`src/rtl/pcm_to_dsm_modulator_pkg.sv`:
```
// Shared constants and arithmetic helpers for the PCM to 1-bit delta-sigma path.
// Every other file pulls these in with a wildcard import.
package pcm_to_dsm_modulator_pkg;

    localparam int CIC_R      = 64;
    localparam int CIC_N      = 3;
    localparam int CIC_W      = 40;
    localparam int GAIN_SHIFT = 12;
    localparam int PCM_W      = 24;
    localparam int STATE_W    = 32;
    localparam int FS         = 1 << 23;
    localparam int CLAMP_LIM  = 1 << 22;
    localparam int SAT_LIM    = 1 << 30;

    // Inputs beyond half scale would push the 2nd-order loop out of its stable range.
    function automatic logic signed [PCM_W-1:0] clamp_pcm(input logic signed [PCM_W-1:0] s);
        logic signed [PCM_W-1:0] lim;
        lim = PCM_W'(CLAMP_LIM);
        if (s > lim) return lim;
        if (s < -lim) return -lim;
        return s;
    endfunction

    function automatic logic signed [STATE_W-1:0] sat_state(input logic signed [STATE_W+1:0] v);
        logic signed [STATE_W+1:0] lim;
        lim = (STATE_W+2)'(SAT_LIM);
        if (v > lim) return STATE_W'(SAT_LIM);
        if (v < -lim) return -STATE_W'(SAT_LIM);
        return v[STATE_W-1:0];
    endfunction

endpackage

```
`src/rtl/cic_interpolator_r64_n3.sv`:
```
// CIC interpolator: combs at frame rate, zero-stuffing, integrators at tick rate.
// Output is the last integrator scaled back by the R^(N-1) DC gain.
module cic_interpolator_r64_n3 #(
    parameter int CIC_N      = 3,
    parameter int CIC_W      = 40,
    parameter int GAIN_SHIFT = 12
) (
    input  logic        clk,
    input  logic        rst_n,
    input  logic        tick,
    input  logic        frame,
    input  logic [23:0] din,
    output logic [23:0] dout
);
    import pcm_to_dsm_modulator_pkg::*;

    logic signed [CIC_W-1:0] comb_dly [CIC_N];
    logic signed [CIC_W-1:0] comb_y   [CIC_N+1];
    logic signed [CIC_W-1:0] integ    [CIC_N];
    logic signed [CIC_W-1:0] integ_in [CIC_N+1];

    // Integrator chain is not pipelined so a frame sample reaches the output on its own tick.
    always_comb begin
        comb_y[0] = {{(CIC_W-PCM_W){din[PCM_W-1]}}, din};
        for (int k = 0; k < CIC_N; k++) begin
            comb_y[k+1] = comb_y[k] - comb_dly[k];
        end
        integ_in[0] = frame ? comb_y[CIC_N] : '0;
        for (int k = 0; k < CIC_N; k++) begin
            integ_in[k+1] = integ[k] + integ_in[k];
        end
    end

    always_ff @(posedge clk or negedge rst_n) begin
        if (!rst_n) begin
            for (int k = 0; k < CIC_N; k++) begin
                comb_dly[k] <= '0;
                integ[k]    <= '0;
            end
        end else if (tick) begin
            for (int k = 0; k < CIC_N; k++) begin
                integ[k] <= integ_in[k+1];
                if (frame) comb_dly[k] <= comb_y[k];
            end
        end
    end

    assign dout = integ[CIC_N-1][GAIN_SHIFT +: PCM_W];

endmodule

```
`src/rtl/pcm_to_dsm_modulator.sv`:
```
// PCM sample stream to 1-bit delta-sigma: 2-deep input FIFO, CIC upsampler,
// 2nd-order feedback loop. Handshake: a sample moves when pcm_valid && pcm_ready.
module pcm_to_dsm_modulator #(
    parameter int CIC_R = pcm_to_dsm_modulator_pkg::CIC_R,
    parameter int CIC_N = pcm_to_dsm_modulator_pkg::CIC_N
) (
    input  logic        clk,
    input  logic        rst_n,
    input  logic [23:0] pcm_in,
    input  logic        pcm_valid,
    output logic        pcm_ready,
    input  logic        dsm_en,
    output logic        dsm_out,
    output logic        dsm_valid,
    output logic        underrun
);
    import pcm_to_dsm_modulator_pkg::*;

    localparam int PHASE_W = $clog2(CIC_R);

    logic [PHASE_W-1:0]       phase;
    logic                     frame;

    logic signed [PCM_W-1:0]  fifo_mem [2];
    logic                     wr_ptr;
    logic                     rd_ptr;
    logic [1:0]               count;
    logic                     push;
    logic                     pop;
    logic                     empty;
    logic signed [PCM_W-1:0]  pcm_s;
    logic signed [PCM_W-1:0]  last_sample;
    logic signed [PCM_W-1:0]  cur_sample;

    logic [PCM_W-1:0]         x;
    logic signed [STATE_W-1:0] s1;
    logic signed [STATE_W-1:0] s2;
    logic                     v;
    logic signed [STATE_W+1:0] x_w;
    logic signed [STATE_W+1:0] fb_w;
    logic signed [STATE_W+1:0] s1_w;
    logic signed [STATE_W+1:0] s2_w;
    logic signed [STATE_W+1:0] e1;
    logic signed [STATE_W+1:0] e2;
    logic signed [STATE_W+1:0] s1_sum;
    logic signed [STATE_W+1:0] s2_sum;

    assign frame     = dsm_en && (phase == '0);
    assign empty     = (count == 2'd0);
    assign pcm_ready = (count != 2'd2);
    assign push      = pcm_valid && pcm_ready;
    assign pop       = frame && !empty;
    assign pcm_s     = pcm_in;

    // An empty FIFO at a frame boundary replays the previous sample.
    assign cur_sample = empty ? last_sample : fifo_mem[rd_ptr];

    always_ff @(posedge clk or negedge rst_n) begin
        if (!rst_n) begin
            phase <= '0;
        end else if (dsm_en) begin
            phase <= phase + 1'b1;
        end
    end

    always_ff @(posedge clk or negedge rst_n) begin
        if (!rst_n) begin
            fifo_mem[0] <= '0;
            fifo_mem[1] <= '0;
            wr_ptr      <= 1'b0;
            rd_ptr      <= 1'b0;
            count       <= 2'd0;
            last_sample <= '0;
        end else begin
            if (push) begin
                fifo_mem[wr_ptr] <= clamp_pcm(pcm_s);
                wr_ptr           <= !wr_ptr;
            end
            if (pop) rd_ptr <= !rd_ptr;
            case ({push, pop})
                2'b10:   count <= count + 2'd1;
                2'b01:   count <= count - 2'd1;
                default: count <= count;
            endcase
            if (frame) last_sample <= cur_sample;
        end
    end

    cic_interpolator_r64_n3 #(
        .CIC_N      (CIC_N),
        .CIC_W      (CIC_W),
        .GAIN_SHIFT (GAIN_SHIFT)
    ) u_cic (
        .clk   (clk),
        .rst_n (rst_n),
        .tick  (dsm_en),
        .frame (frame),
        .din   (cur_sample),
        .dout  (x)
    );

    // Two guard bits keep the unsaturated sums exact before clamping.
    assign v = !s2[STATE_W-1];

    always_comb begin
        x_w    = {{(STATE_W+2-PCM_W){x[PCM_W-1]}}, x};
        fb_w   = v ? (STATE_W+2)'(FS) : -(STATE_W+2)'(FS);
        s1_w   = {{2{s1[STATE_W-1]}}, s1};
        s2_w   = {{2{s2[STATE_W-1]}}, s2};
        e1     = x_w - fb_w;
        e2     = s1_w - fb_w;
        s1_sum = s1_w + (e1 >>> 1);
        s2_sum = s2_w + (e2 >>> 1);
    end

    always_ff @(posedge clk or negedge rst_n) begin
        if (!rst_n) begin
            s1        <= '0;
            s2        <= '0;
            dsm_out   <= 1'b0;
            dsm_valid <= 1'b0;
            underrun  <= 1'b0;
        end else begin
            dsm_valid <= dsm_en;
            underrun  <= frame && empty;
            if (dsm_en) begin
                s1      <= sat_state(s1_sum);
                s2      <= sat_state(s2_sum);
                dsm_out <= v;
            end
        end
    end

endmodule

```
`config.mk`:
```
export PLATFORM = sky130hd
export DESIGN_NAME = pcm_to_dsm_modulator
export DESIGN_NICKNAME = d
export VERILOG_FILES = /design/src/rtl/pcm_to_dsm_modulator_pkg.sv /design/src/rtl/cic_interpolator_r64_n3.sv /design/src/rtl/pcm_to_dsm_modulator.sv
export SDC_FILE = /design/constraint.sdc
export NUM_CORES = 1
export LEC_CHECK = 0
export BUFFER_PORTS_ARGS = -buffer_cell sky130_fd_sc_hd__buf_2
export CORE_MARGIN = 2
export CORE_UTILIZATION = 26
export CTS_CLUSTER_SIZE = 14
export DETAILED_ROUTE_END_ITERATION = 6
export MAX_ROUTING_LAYER = met4
export PLACE_DENSITY_LB_ADDON = 0.2
export SYNTH_ARGS = -nofsm -noshare
export SYNTH_HDL_FRONTEND = slang
export SYNTH_SLANG_ARGS = --single-unit
export TNS_END_PERCENT = 50
```
`constraint.sdc`:
```
create_clock -name clk -period 10.8 [get_ports clk]
set_input_delay 0.54 -clock clk [delete_from_list [all_inputs] [get_ports clk]]
set_output_delay 0.54 -clock clk [all_outputs]
set_load 0.05 [all_outputs]
```
* Yosys cells after proc, flatten, opt, wreduce, memory -nomap -nowiden *
Index checks and enable logic that the tools add are counted.

operators by class
  add/subtract/negate cells = 13
  multipliers = 0
  divide/modulo/power cells = 0
  $lt $le $gt $ge = 9
  eq/ne operators = 3
  shift operators = 0
  multiplexer cells = 38
  bitwise gates (word level) = 2
  reductions and logical operators = 13

operator list
  cell                  number
  $mux 32               8
  $mux 24               10
  $add 40x40->40        3
  $sub 40x40->40        2
  $add 32x33->34        2
  $gt 34x32->1 const B  2
  $lt 34x31->1 const B  2
  $bwmux 48             1
  $mux 40               1
  $mux 34               1
  $sub 24x34->34        1
  $sub 32x34->34        1
  $sub 24x24->25        1
  $demux 24 s1          1
  $gt 24x24->1 const B  1
  $lt 24x23->1 const B  1
  $mux 1                15
  $add 6x1->6 const B   1
  $logic_not 6->1       1
  $logic_and 1x1->1     5
  $ge 2x2->1 const B    2
  $logic_not 1->1       4
  $not 1->2             2
  $pmux 2 s2            1
  other kinds (9)       9

word-level totals
  bits in registers = 373
  bits in latches = 0
  bits in writable memories = 0
  bits in read-only memories = 0
  bits of input ports = 28
  output and inout port bits = 4
  memories kept = 0

* Longest topological paths before layout *
Gate-level depths: netlist (run 1).

  depth in word-level cells = 12
  depth in mapped cells = 65
  depth with buffers taken out = 63

* Hierarchy *
Synthesis (run 1) repeated with hierarchy kept, for this count alone.

unflattened totals
  cell total of the unflattened synthesis = 2934
  area total of the unflattened synthesis = 25811.0 sq um

modules (own cells, without submodules)
  module                   times used  cells an instance  area each (sq um)  sequential area each (sq um)
  cic_interpolator_r64_n3  1           1794               15806.4            4579.4
  pcm_to_dsm_modulator     1           1140               10004.6            3728.6

* Least setup slack after synthesis (run 1) *
No wires, ideal clock.

  path kind = reg-to-reg
  start point = register rd_ptr
  end point = register u_cic.integ, in the netlist u_cic.dout[23]
  library setup time = 0.080 ns
  data arrival time = 11.405 ns
  setup slack = -0.685 ns
  stages on the path, launching flop included = 61
  buffers on the path = 2
  clock period less this slack = 11.485 ns
  cell sequence = dfrtp_1 -> clkbuf_1 -> buf_1 -> mux2i_1 -> a21oi_1 -> ha_1 -> nor2b_1 -> o21ai_0 -> a21boi_0 -> o21a_1 -> o21ai_0 -> a21oi_1 -> nor2_1 -> xnor2_1 -> ha_1 -> a21oi_1 -> nor2b_1 -> nor2_1 -> (+25 left out) -> ha_1 -> nand4_1 -> or3_1 -> a211oi_1 -> o31ai_1 -> nor2b_1 -> xnor2_1 -> ha_1 -> and4_1 -> a21boi_0 -> nor3_1 -> o31ai_1 -> a21oi_1 -> xnor2_1 -> xnor2_1 -> xnor3_1 -> nor2_1 -> xnor2_1

RTL lines
  element                        line                           text
  start, declared                pcm_to_dsm_modulator.sv:26     logic rd_ptr;
  start signal, assigned         pcm_to_dsm_modulator.sv:79     if (pop) rd_ptr <= !rd_ptr;
  end signal, assigned by index  cic_interpolator_r64_n3.sv:42  integ[k] <= integ_in[k+1];
  end, declared                  cic_interpolator_r64_n3.sv:19  logic signed [CIC_W-1:0] integ [CIC_N];

==> flow_summary.toml, run 1 <==
[outcome]
run_status = "complete, but fails checks"
violations = "negative hold slack, negative setup slack"

[logic_synthesis]
synthesis.instances = 2863
synth_warnings = 0
synth_cell_types = 85
synth-seq-cells = 318
ys.flop_type = "dfrtp_1"
ys_seq_area_share_pct = 31.49
avgSynthCellArea_sq_um = 8.828
synth_area_sq_um = 25270
syn-num-nets = 3167
async_flop_share_pct = 100.0
synth_edf_count = 0

[cells_and_area]
n_fill_cell = 10073
utilization_pct = 33.24
final_nets = 3587
n_antenna_cell = 0
mostFrequentLayoutCells = "423 x buf_4, 317 x dfrtp_1, 261 x ha_1"
areaGrowthSynthToFinish_pct = 26.99
drive_gt1_share_pct = 24.63
layout_commonest_cell = "buf_4"
fin_cells = 4593

[worst_hold_path]
hp-class = "primary input to async pin"

[placed_design]
port_buffers = 31
dp_cells = 4494
dp_hpwl_microns = 49320
place_congestion = 0.8146

[timing]
final.period_utilization_pct = 102.5
slew_viol_final = 0
hold_slack_ns = -0.01013
setup_slack_ns = -0.2708
report.final.setup_viol = 2
post-route-min-period_ns = 11.07
slew_headroom_pct = 40.16
rsz0062_at_grt = "true"
fmax_ghz = 0.09033
fin_skew_ns = 0.02522
fin_setup_tns_ns = -0.2936
hold_viol = 2
worst_pin_slew_ns = 0.8976

[critical_path]
crit_path_max_fanout = 5
path_class = "flip-flop to flip-flop"
crit_path_end_kind = "flip-flop"
worstPathRequired_ns = 11.31
arrival_ns = 11.58
r2r-end = "u_cic.dout[23]"
rrSetupSlack_ns = -0.27
reg2regPathDepth = 59
crit_path_frequent_cell = "o21a_1"
crit_start = "count[0]"
r2r-start = "count[0]"
max_stage_delay_ns = 0.42
critPathLaunchType = "flip-flop"
critPathCapture = "u_cic.dout[23]"
slowest_stage = "o41a_1"

[detailed_routing]
drtAntennaViolNets = 0
routedWlPerCell_microns = 14.04
drc_errors = 0
vias_per_cell = 4.646
routed-via-count = 21337
drt_iter0_markers = 717
wirelength_microns = 64500
dr.pass1.iters = 4

[floorplanning]
row_count = 114
die_w_microns = 315.8
die_y_microns = 315.8
core_region_area_sq_um = 96570
initial_core_util_pct = 26.17
io_pins = 32
die_area_sq_um = 99720

[global_routing]
grt_max_degree = 90
grt_pass1_wl_microns = 108300
grt_pass1_vias = 21365
grtUsageTotal_pct = 13.41
antenna_found_initial = 0
grt_overflow_total = 0

[clock_tree]
ctsRootBufferMaster = "clkbuf_16"
clock_latency_ns = 0.59
cts.clk_slew.worst_paths_ns = 0.06
cts_tree = "built"
clock_sinks = 318
numCtsBuffers = 44
cts_buffer_depth = 3
cts_hold_buf = 0
htree_levels = 2

[job]
cap_viol_max_count = 0
per-layer routing:
metal  vias to the layer above  wire (microns)  part of all wire (%)  track usage [%]
met5                         -               0                     0                -
met4                         0            1251                   1.9            3.156
met3                        81            1271                   2.0            1.607
met2                       123           31320                    49            22.70
met1                     10027           30660                    48            17.01
li1                      11106               -                     -                -
worst max-delay path, delay by kind of cell (launching register included):
| kind | cells | cell delay (ns) |
|---|---|---|
| adders and majority gates | 7 | 1.88 |
| AOI/OAI and AO/OA | 24 | 4.20 |
| buffers and inverters | 2 | 0.17 |
| DFF | 1 | 0.37 |
| xor gates and xnor gates | 8 | 1.28 |
| and+or+nand+nor | 18 | 3.07 |
final cells by class:
class                   instances  area [sq um]  area share [%]
inverters                     183         686.9           2.140
clock inverters                23         285.3          0.8888
clock buffers                  57          1230           3.832
repair buffers                463          3457           10.77
multi-input cells            2273         16880           52.60
flip-flops and latches        318          7959           24.80
well taps                    1276          1597           4.974
sequential cells by signal, indices dropped and copies added (netlist names):
name and count:
s1 32, last_sample 24, rd_ptr 1, wr_ptr 1
u_cic.integ 84, fifo_mem 48, u_cic.dout 24, underrun 1
dsm_valid 1, u_cic.comb_dly 61, count 2, s2 32
phase 6, dsm_out 1
synthesized netlist by cell type (40+ instances only):
library cell / number / area (sq um)
ha_1: 267 / 3341
mux2_2: 108 / 1216
a21oi_1: 256 / 1281
inv_1: 183 / 686.9
nand2_1: 242 / 908.4
a21o_1: 104 / 780.8
xnor2_1: 151 / 1323
clkbuf_1: 67 / 251.5
o21bai_1: 40 / 300.3
dfrtp_1: 318 / 7958
xor2_1: 73 / 639.4
nor2_1: 243 / 912.1
o21ai_0: 205 / 1026
metrics by stage:
stage | setup slack, ns | cell area [sq um]
floorplan | -0.1537 | 25340
global placement | -0.5686 | 29850
detailed placement | -0.5716 | 29850
CTS | -0.4247 | 31480
global route | -1.018 | 32100
finish | -0.2708 | 32100
worst min path at each step:
stage                 start           end  slack, ns  depth (start not counted)
3_3_place_gp   fifo_mem[40]  fifo_mem[40]       0.46                          2
5_1_grt               rst_n         s2[1]       0.04                          1
2_1_floorplan         rst_n      count[0]       0.24                          0
6_report              rst_n         s2[1]      -0.01                          1
4_1_cts               rst_n         s2[1]      0.004                          1
3_5_place_dp       phase[5]      phase[5]       0.47                          1
kinds of logic (layout without fill, tap and decap cells):
kind of cell    count (synthesis)  after routing  synth area share, %
flops                         318            318                31.49
simple gates                  746            746                13.74
buf+inv                       272            726                4.173
compound gates                881            881                22.54
xor+xnor                      225            225                7.851
fa+ha+maj                     276            276                13.93
mux                           145            145                6.277
repair_timing:
| action | in CTS | in global routing |
|---|---|---|
| buffers inserted | 2 | 18 |
| pin swaps | 9 | 64 |
| endpoints found under the setup margin | 7 | 13 |
| gates resized for setup | 25 | 109 |
Power of run 1 is left out: the tool's default activity adds up to more than one toggle a clock period on the data nets, which glitch-free logic cannot reach.
==> run 2, diff against run 1 <==
- CELL_PAD_IN_SITES_DETAIL_PLACEMENT: default -> 0
- CELL_PAD_IN_SITES_GLOBAL_PLACEMENT: default -> 2
- MAX_ROUTING_LAYER: met4 -> default
==> run 2 against run 1 <==
Compared with the run above: the run ends with negative setup slack left; cell area rose by 1.8%; critical endpoint unchanged; flip-flop and latch count did not move; critical path depth did not move; routed wire length rose by 8.5%; via count rose by 2.5%; final cell count rose by 0.61%; clock-buffer cell count rose by 6.
==> flow_summary.toml, run 2 (synthesis results as in run 1) <==
[cells_and_area]
final_nets = 3613
largest_register_ffs = 84
top_regs = "u_cic.integ: 84 flops, u_cic.comb_dly: 61 flops, fifo_mem: 48 flops"
largest_register = "u_cic.integ"
drive_gt1_share_pct = 26.23
layout_commonest_cell = "buf_4"
fin_area_sq_um = 32680
mostFrequentLayoutCells = "440 x buf_4, 317 x dfrtp_1, 257 x ha_1"
fin_cells = 4621
areaGrowthSynthToFinish_pct = 29.29

[placed_design]
dp_cells = 4504
port_buffers = 31
dp_slack_ns = -0.7127
dpl_cell_area_sq_um = 29950
place_congestion = 0.8471
dp_hpwl_microns = 53300

[detailed_routing]
dr.pass1.iters = 5
drtAntennaViolNets = 0
routed-via-count = 21875
vias_per_cell = 4.734
drt_iter0_markers = 671
routedWlPerCell_microns = 15.15
wirelength_microns = 70000
drc_errors = 0

[timing]
worst_pin_slew_ns = 1.088
setup_slack_ns = -0.4101
final.period_utilization_pct = 103.8
slew_viol_final = 0
slew_headroom_pct = 27.25
report.final.setup_viol = 4
rsz0062_at_grt = "true"
fmax_ghz = 0.08921
hold_slack_ns = 0.2134
hold_viol = 0
fin_skew_ns = 0.02661
post-route-min-period_ns = 11.21

[clock_tree]
ctsRootBufferMaster = "clkbuf_16"
htree_levels = 2
cts_tree = "built"
cts_buffer_depth = 3
clock_sinks = 318
cts.clk_slew.worst_paths_ns = 0.06
numCtsBuffers = 45
clock_latency_ns = 0.60

[global_routing]
grt_pass1_vias = 22760
grt_max_degree = 107
grt_pass1_wl_microns = 115000
grtUsageTotal_pct = 13.97
antenna_found_initial = 0
grt_overflow_total = 0

[worst_hold_path]
hp-class = "primary input to flip-flop"

[critical_path]
crit_path_end_kind = "flip-flop"
crit_buf_inv = 3
crit_path_frequent_cell = "o21a_1"
crit_path_max_fanout = 4
max_stage_delay_ns = 0.47
slowest_stage = "dfrtp_2"
critPathTopFamily = "compound AO/OA/AOI/OAI gates"
arrival_ns = 11.72
critPathLaunchType = "flip-flop"
worstPathRequired_ns = 11.31
path_class = "flip-flop to flip-flop"

[floorplanning]
die_w_microns = 315.8
die_y_microns = 315.8
row_count = 114
die_area_sq_um = 99720
io_pins = 32
core_region_area_sq_um = 96570
initial_core_util_pct = 26.17

[outcome]
violations = "negative setup slack"
run_status = "complete, but fails checks"

[job]
cap_viol_max_count = 0
-- run 2: cell count changes in the layout (fill, tap and decap cells not counted), sizes merged --
cell	before	now
dlygate4sd3	0	1
clkinv	14	7
buf	463	487
diode	0	1
bufinv	5	8
clkbuf	57	63
-- run 2: per-stage QoR --
stage | TNS [ns] | util, %
2_1_floorplan | -0.1537 | -
3_3_place_gp | -1.833 | 31.02
3_5_place_dp | -2.496 | 31.02
4_1_cts | -1.299 | 33.01
5_1_grt | -4.743 | 33.84
6_report | -0.9346 | 33.84
-- run 2: final cells by class --
class | count | area, sq um
antenna | 1 | 2.502
clock buffer | 63 | 1315
clock inverter | 19 | 332.8
fill | 10017 | 63890
inverter | 183 | 686.9
multi-input combinational | 2273 | 17090
sequential | 318 | 7959
tap | 1276 | 1597
timing repair buffer | 488 | 3691
-- run 2: tightest hold or removal path, stage by stage --
cell	delay [ns]
buf_2	0.11
nand2_1	0.06
o21ai_0	0.07
-- run 2: final timing paths --
path	startpoint	end	slack [ns]	cells after the start
max	rd_ptr	u_cic.dout[23]	-0.41	59
min	pcm_in[20]	fifo_mem[20]	0.21	3
max reg2reg	rd_ptr	u_cic.dout[23]	-0.41	59
min reg2reg	phase[5]	phase[5]	0.48	1
max in group asynchronous	rst_n	rd_ptr	7.93	4
min in group asynchronous	rst_n	s2[1]	0.54	2
-- run 2: what timing repair did --
item	in CTS	in global routing
buffers inserted	8	27
hold buffers	1	0
setup endpoints to repair	7	14
resized for setup	52	137
pin swaps	33	84
hold endpoints to repair	31	0
-- run 2: routing by layer --
| layer | wire (microns) | vias to the layer above | track usage [%] |
|---|---|---|---|
| li1 | - | 11145 | - |
| met1 | 31470 | 10474 | 16.99 |
| met2 | 35450 | 162 | 25.74 |
| met3 | 1547 | 94 | 1.738 |
| met4 | 1530 | 0 | 3.781 |
| met5 | 0 | - | 0 |
Power of run 2 is left out for the same reason.
